<file path="src/rtl/led_pkg.sv">
// Shared types for the LED frame scheduler: zone geometry, colour payload, FSM states.
package led_pkg;

   localparam int unsigned ZONES = 8;
   localparam int unsigned CW    = 4;
   localparam int unsigned ZW    = ZONES * CW;

   // One frame's worth of per-zone means, zone i at [CW*i +: CW] of each field.
   typedef struct packed {
      logic [ZW-1:0] r;
      logic [ZW-1:0] g;
      logic [ZW-1:0] b;
   } zone_rgb_t;

   typedef enum logic [2:0] {
      IDLE,
      HOLD,
      SNAP,
      START,
      WAIT_DONE,
      LATCH
   } sched_state_t;

   // Replicate one channel value across every zone.
   function automatic logic [ZW-1:0] fill_zones(input logic [CW-1:0] c);
      return {ZONES{c}};
   endfunction

endpackage

</file>
<file path="src/rtl/led_tick_timer.sv">
// Reloadable down-counter: o_done_c flags the last cycle of a CYCLES-long run.
module led_tick_timer #(
   parameter int unsigned CYCLES = 2
) (
   input  logic clk,
   input  logic rst,
   input  logic i_load,
   input  logic i_en,
   output logic o_done_c
);

   localparam int unsigned W   = (CYCLES > 1) ? $clog2(CYCLES) : 1;
   localparam logic [W-1:0] TOP = W'(CYCLES - 1);

   // TOP means "no cycles elapsed yet"; the count wraps back to TOP after done.
   logic [W-1:0] r_cnt;

   // Count down while enabled, restart on load or after reaching zero.
   always_ff @(posedge clk or posedge rst) begin
      if (rst) begin
         r_cnt <= TOP;
      end else if (i_load) begin
         r_cnt <= TOP;
      end else if (i_en) begin
         r_cnt <= (r_cnt == '0) ? TOP : r_cnt - W'(1);
      end
   end

   assign o_done_c = i_en && (r_cnt == '0);

endmodule

</file>
<file path="src/rtl/led_frame_sched.sv">
// Frame-level scheduler in front of fifo_fsm: snapshots zone means once per frame,
// chooses video or fallback colour, pulses start, waits for send_done and the latch gap.
module led_frame_sched
   import led_pkg::*;
#(
   parameter int unsigned FRAME_CYCLES   = 833333,
   parameter int unsigned LATCH_CYCLES   = 15000,
   parameter int unsigned TIMEOUT_CYCLES = 2000000,
   parameter int unsigned STALE_FRAMES   = 4
) (
   input  logic            clk,
   input  logic            rst,
   input  logic            en,
   input  logic            vid_valid,
   input  logic [ZW-1:0]   vid_r,
   input  logic [ZW-1:0]   vid_g,
   input  logic [ZW-1:0]   vid_b,
   input  logic [3*CW-1:0] fb_rgb,
   input  logic            send_done,
   output logic            fsm_en,
   output logic            fsm_start,
   output logic [ZW-1:0]   mean_r,
   output logic [ZW-1:0]   mean_g,
   output logic [ZW-1:0]   mean_b,
   output logic            src_fb,
   output logic            busy,
   output logic            err_timeout,
   output logic [15:0]     frame_cnt
);

   localparam int unsigned SW = (STALE_FRAMES > 0) ? $clog2(STALE_FRAMES + 1) : 1;
   localparam logic [SW-1:0] STALE_MAX = SW'(STALE_FRAMES);

   sched_state_t  r_state;
   sched_state_t  w_next;
   logic          w_timeout_hit;
   logic          w_busy_next;

   zone_rgb_t     r_shadow;
   zone_rgb_t     r_mean;
   logic          r_new;
   logic [SW-1:0] r_stale;

   logic          r_fsm_en;
   logic          r_fsm_start;
   logic          r_src_fb;
   logic          r_busy;
   logic          r_err;
   logic [15:0]   r_frame_cnt;

   logic          w_tick;
   logic          w_latch_done;
   logic          w_to_done;
   logic          w_to_run;

   assign w_to_run = (r_state == START) || (r_state == WAIT_DONE);

   // Frame pacing: held at its start value while disabled, free-runs otherwise.
   led_tick_timer #(.CYCLES(FRAME_CYCLES)) u_frame_tmr (
      .clk      (clk),
      .rst      (rst),
      .i_load   (!en),
      .i_en     (en),
      .o_done_c (w_tick)
   );

   // Idle gap after the serializer finishes, armed while waiting for send_done.
   led_tick_timer #(.CYCLES(LATCH_CYCLES)) u_latch_tmr (
      .clk      (clk),
      .rst      (rst),
      .i_load   (r_state != LATCH),
      .i_en     (r_state == LATCH),
      .o_done_c (w_latch_done)
   );

   // send_done watchdog, counted from the start pulse.
   led_tick_timer #(.CYCLES(TIMEOUT_CYCLES)) u_timeout_tmr (
      .clk      (clk),
      .rst      (rst),
      .i_load   (!w_to_run),
      .i_en     (w_to_run),
      .o_done_c (w_to_done)
   );

   // State register.
   always_ff @(posedge clk or posedge rst) begin
      if (rst) r_state <= IDLE;
      else     r_state <= w_next;
   end

   // Next-state decode; ticks seen outside HOLD are simply dropped.
   always_comb begin
      w_next        = r_state;
      w_timeout_hit = 1'b0;
      case (r_state)
         IDLE:      if (en) w_next = HOLD;
         HOLD: begin
            if (!en)        w_next = IDLE;
            else if (w_tick) w_next = SNAP;
         end
         SNAP:      w_next = START;
         START:     w_next = WAIT_DONE;
         WAIT_DONE: begin
            if (send_done) begin
               w_next = LATCH;
            end else if (w_to_done) begin
               w_next        = LATCH;
               w_timeout_hit = 1'b1;
            end
         end
         LATCH:     if (w_latch_done) w_next = en ? HOLD : IDLE;
         default:   w_next = IDLE;
      endcase
      w_busy_next = (w_next == SNAP) || (w_next == START) ||
                    (w_next == WAIT_DONE) || (w_next == LATCH);
   end

   // Control outputs registered from the next state so they line up with it.
   always_ff @(posedge clk or posedge rst) begin
      if (rst) begin
         r_fsm_en    <= 1'b0;
         r_fsm_start <= 1'b0;
         r_busy      <= 1'b0;
         r_err       <= 1'b0;
         r_frame_cnt <= 16'd0;
      end else begin
         r_fsm_en    <= (w_next != IDLE);
         r_fsm_start <= (w_next == START);
         r_busy      <= w_busy_next;
         if (w_next == START) r_frame_cnt <= r_frame_cnt + 16'd1;
         if (w_timeout_hit)   r_err       <= 1'b1;
      end
   end

   // Shadow capture on any vid_valid; a strobe during SNAP is kept for the next frame.
   always_ff @(posedge clk or posedge rst) begin
      if (rst) begin
         r_shadow <= '0;
         r_new    <= 1'b0;
      end else begin
         if (vid_valid) r_shadow <= '{r: vid_r, g: vid_g, b: vid_b};
         if (vid_valid)             r_new <= 1'b1;
         else if (r_state == SNAP)  r_new <= 1'b0;
      end
   end

   // Source selection: fresh video, repeat of last frame, or fallback once stale.
   always_ff @(posedge clk or posedge rst) begin
      if (rst) begin
         r_mean   <= '0;
         r_stale  <= '0;
         r_src_fb <= 1'b0;
      end else if (r_state == SNAP) begin
         if (r_new) begin
            r_mean   <= r_shadow;
            r_stale  <= '0;
            r_src_fb <= 1'b0;
         end else begin
            if (r_stale >= STALE_MAX) begin
               r_mean.r <= fill_zones(fb_rgb[3*CW-1:2*CW]);
               r_mean.g <= fill_zones(fb_rgb[2*CW-1:CW]);
               r_mean.b <= fill_zones(fb_rgb[CW-1:0]);
               r_src_fb <= 1'b1;
            end
            if (r_stale < STALE_MAX) r_stale <= r_stale + SW'(1);
         end
      end
   end

   assign fsm_en      = r_fsm_en;
   assign fsm_start   = r_fsm_start;
   assign mean_r      = r_mean.r;
   assign mean_g      = r_mean.g;
   assign mean_b      = r_mean.b;
   assign src_fb      = r_src_fb;
   assign busy        = r_busy;
   assign err_timeout = r_err;
   assign frame_cnt   = r_frame_cnt;

endmodule
</file>
<file path="config.mk">
export PLATFORM = sky130hd
export DESIGN_NAME = led_frame_sched
export DESIGN_NICKNAME = d
export VERILOG_FILES = /design/src/rtl/led_pkg.sv /design/src/rtl/led_tick_timer.sv /design/src/rtl/led_frame_sched.sv
export SDC_FILE = /design/constraint.sdc
export NUM_CORES = 1
export LEC_CHECK = 0
export ABC_CLOCK_PERIOD_IN_PS = 20500
export BUFFER_PORTS_ARGS = -buffer_cell sky130_fd_sc_hd__buf_2
export CAP_MARGIN = 20
export CORE_MARGIN = 2
export CORE_UTILIZATION = 26
export DETAILED_ROUTE_END_ITERATION = 10
export SYNTH_ARGS = -nofsm -noshare
export SYNTH_HDL_FRONTEND = slang
export SYNTH_SLANG_ARGS = --single-unit
</file>
<file path="constraint.sdc">
create_clock -name clk -period 20.5 [get_ports clk]
set_input_delay 2.05 -clock clk [delete_from_list [all_inputs] [get_ports clk]]
set_output_delay 2.05 -clock clk [all_outputs]
set_load 0.05 [all_outputs]
</file>
==> impl_metrics.env <==
export IMPL_status="completed"
export IMPL_avgRoutedWirePerCell_um=16.2
export IMPL_place_hpwl_um=19500
export IMPL_seqCellArea_sq_mm=0.00693
export IMPL_clock_latency_ns=0.54
export IMPL_yosysTopAreaCell="dfrtp_1"
export IMPL_drive_gt1_frac=0.352
export IMPL_cts_max_path_buffers=3
export IMPL_whs_path_depth=1
export IMPL_totalWireLength_um=29800
export IMPL_gp_congestion=0.721
export IMPL_layout_nets=1353
export IMPL_synth_seq_cells=275
export IMPL_routed_via_density=4.47
export IMPL_leakage_nw=5.83
export IMPL_area_growth_pct=25.1
export IMPL_reg2reg_from="r_new$_DFFE_PP0P_"
export IMPL_fin_worst_skew_ns=0.0159
export IMPL_most_common_layout_cells="dfrtp_1 (241), buf_2 (228), a21oi_1 (200)"
export IMPL_setup_violations=0
export IMPL_path_max_fanout=61
export IMPL_die_h_um=214
export IMPL_fin_util=0.331
export IMPL_grt_max_degree=152
export IMPL_htree_levels=2
export IMPL_worst_path_buf_inv=2
export IMPL_grt_overflow_total=0
export IMPL_fmax_ghz=0.298
export IMPL_clkTransAtPathRegs_ns=0.06
export IMPL_grt_pass1_wl_um=46500
export IMPL_synth_cells=1023
export IMPL_ys_async_sr_fraction=1.00
export IMPL_slew_headroom=0.321
export IMPL_ys_types=46
export IMPL_critPathSlowestCell="buf_4"
export IMPL_die_x_um=214
export IMPL_worstPathArrival_ns=3.77
export IMPL_die_area_sq_mm=0.0457
export IMPL_synthFlopType="dfrtp_1"
export IMPL_worstMarginPinSlew_ns=1.02
export IMPL_criticalPathCategory="primary input to flip-flop"
export IMPL_cts_resized=0
export IMPL_fin_crit_sh=0.164
export IMPL_required_ns=20.91
export IMPL_finalNonFillerCells=1841
export IMPL_post_route_min_period_ns=3.36
export IMPL_crit_path_cell_trace="buf_4, buf_4, mux2_2"
export IMPL_antenna_found_initial=5
export IMPL_final_common_cell="dfrtp_1"
export IMPL_hp_class="flip-flop to flip-flop"
export IMPL_cts_buffers_inserted=34
export IMPL_hold_ws_ns=0.465
export IMPL_syn_num_nets=1144
export IMPL_multi_input_area_sq_mm=0.00423
export IMPL_setup_tns_ns=0
export IMPL_min_delay_start="err_timeout$_DFFE_PP0P_"
export IMPL_fp_row_count=76
export IMPL_ir_worst_vdd_mv=0.0588
export IMPL_crit_top_cell="buf_4"
export IMPL_min_to="err_timeout$_DFFE_PP0P_"
export IMPL_grt_pass1_vias=8323
export IMPL_post_cts_repair_setup_buffers=0
export IMPL_slew_viol_final=0
export IMPL_rsz0062_at_grt="false"
export IMPL_cts_root_buf="clkbuf_16"
export IMPL_hold_violations=0
export IMPL_ff2ff_setup_slack_ns=17.46
export IMPL_synth_top_area_share=0.529
export IMPL_dp_cells=1780
export IMPL_route_detailed_drc=0
export IMPL_reg2reg_depth=7
export IMPL_slowest_delay_ns=0.75
export IMPL_maxCapViolCount=0
export IMPL_p_per_area_mw_per_mm2=87.3
export IMPL_ios=230
export IMPL_r2r_end="mean_g[14]$_DFFE_PP0P_"
export IMPL_grt_usage=0.132
export IMPL_cp_end_kind="flip-flop"
export IMPL_cts_hold_buffers_added=0
export IMPL_cp_top_family="buffers and inverters"
export IMPL_avgSynthCellArea_sq_um=11.2
export IMPL_core_area_sq_mm=0.0433
export IMPL_syn_area_sq_mm=0.0114
export IMPL_cts_tree="done"
export IMPL_ant_nets=0
export IMPL_synth_edf_count=0
export IMPL_synth_area_top_cells="dfrtp_1 (53%), mux2_2 (9.5%), a21oi_1 (8.8%)"
export IMPL_synth_warnings=0
export IMPL_drt_iter0_markers=405
export IMPL_cts_sinks=275
export IMPL_io_buffers=229
export IMPL_first_pass_iters=4
export IMPL_seq_area_frac_synth=0.605
export IMPL_startpoint_type="primary input"
export IMPL_vias=8233
export IMPL_fill_cells=4396
export IMPL_start_util=0.264
==> state kept, by name, indices dropped and copies added (netlist names), 3 cells and up <==
name	cells
u_timeout_tmr.r_cnt	21
mean_r	32
u_frame_tmr.r_cnt	20
mean_g	32
mean_b	32
frame_cnt	16
r_state	3
r_stale	3
u_latch_tmr.r_cnt	14
r_shadow	96
==> kinds of logic after synthesis <==
| kind of cell | synth area share |
|---|---|
| XOR/XNOR | 0.0452 |
| AND/OR/NAND/NOR | 0.124 |
| multiplexers | 0.0945 |
| AO/OA/AOI/OAI | 0.0966 |
| adder cells (fa/ha/maj) | 0.00875 |
| buffers and inverters | 0.0261 |
| flip-flops | 0.605 |
==> area by class of cell <==
class | instances | share of cell area
Inverter | 13 | 0.00393
Sequential cell | 275 | 0.484
Tap cell | 585 | 0.0511
Multi-Input combinational cell | 671 | 0.295
Clock inverter | 18 | 0.0156
Antenna cell | 2 | 0.000350
Timing Repair Buffer | 237 | 0.0867
Clock buffer | 40 | 0.0631
==> metal layers <==
| layer | track usage | share of wire |
|---|---|---|
| met5 | 0 | 0.0011 |
| met4 | 0.0460 | 0.023 |
| met3 | 0.0458 | 0.081 |
| met2 | 0.204 | 0.46 |
| met1 | 0.171 | 0.44 |
==> synthesized netlist by cell type (2+ instances only) <==
cell	instances
dfrtp_1	242
a21oi_1	200
nor2_1	133
mux2_2	96
nand2_1	55
clkbuf_1	49
dfstp_2	33
xnor2_1	33
xor2_1	26
nor2b_1	17
inv_1	13
nand3_1	13
buf_1	12
nand4_1	10
nor4_1	10
nor2_2	9
ha_1	8
nor3_1	8
or4_1	7
or3_1	6
o21ai_0	5
and2_1	4
nand2b_1	4
and3_1	2
buf_2	2
nand3b_1	2
nand4b_1	2
nor3b_1	2
nor4_2	2
o31ai_1	2
==> worst max-delay path by stage <==
stage	endpoint	startpoint	slack (ns)	depth (start not counted)
finish	r_shadow[55]$_DFFE_PP0P_	vid_valid	17.14	3
global route	r_shadow[32]$_DFFE_PP0P_	vid_valid	17.06	3
CTS	mean_g[14]$_DFFE_PP0P_	r_new$_DFFE_PP0P_	17.08	5
detailed placement	r_shadow[32]$_DFFE_PP0P_	vid_valid	16.56	3
global placement	r_shadow[26]$_DFFE_PP0P_	vid_valid	16.58	3
floorplan	busy$_DFF_PP0_	rst	10.92	1
==> worst reg2reg max path, stage by stage, from the launching register on <==
cell and delay, ns:
dfrtp_4 0.88, nor2_1 0.18, nor2_4 0.27, buf_4 0.63, buf_4 0.36, buf_16 0.32
nor2_1 0.18, a21oi_1 0.15
==> per-stage QoR <==
| step | area (sq um) | power, mW | setup WS, ns |
|---|---|---|---|
| final | 14300 | 1.25 | 17.14 |
| after detailed placement | 13200 | 0.650 | 16.56 |
| after CTS | 14300 | 1.27 | 17.08 |
| after floorplan | 11400 | 0.627 | 10.92 |
| after global placement | 13200 | 0.648 | 16.58 |
| after global routing | 14300 | 1.30 | 17.06 |
==> report_power, final <==
group | total, mW | internal [mW] | switching (mW)
clock network | 0.610 | 0.368 | 0.242
registers | 0.576 | 0.564 | 0.0115
logic | 0.0640 | 0.0332 | 0.0308
total | 1.25 | 0.966 | 0.284
No activity file was read; power rests on OpenSTA's default activity.
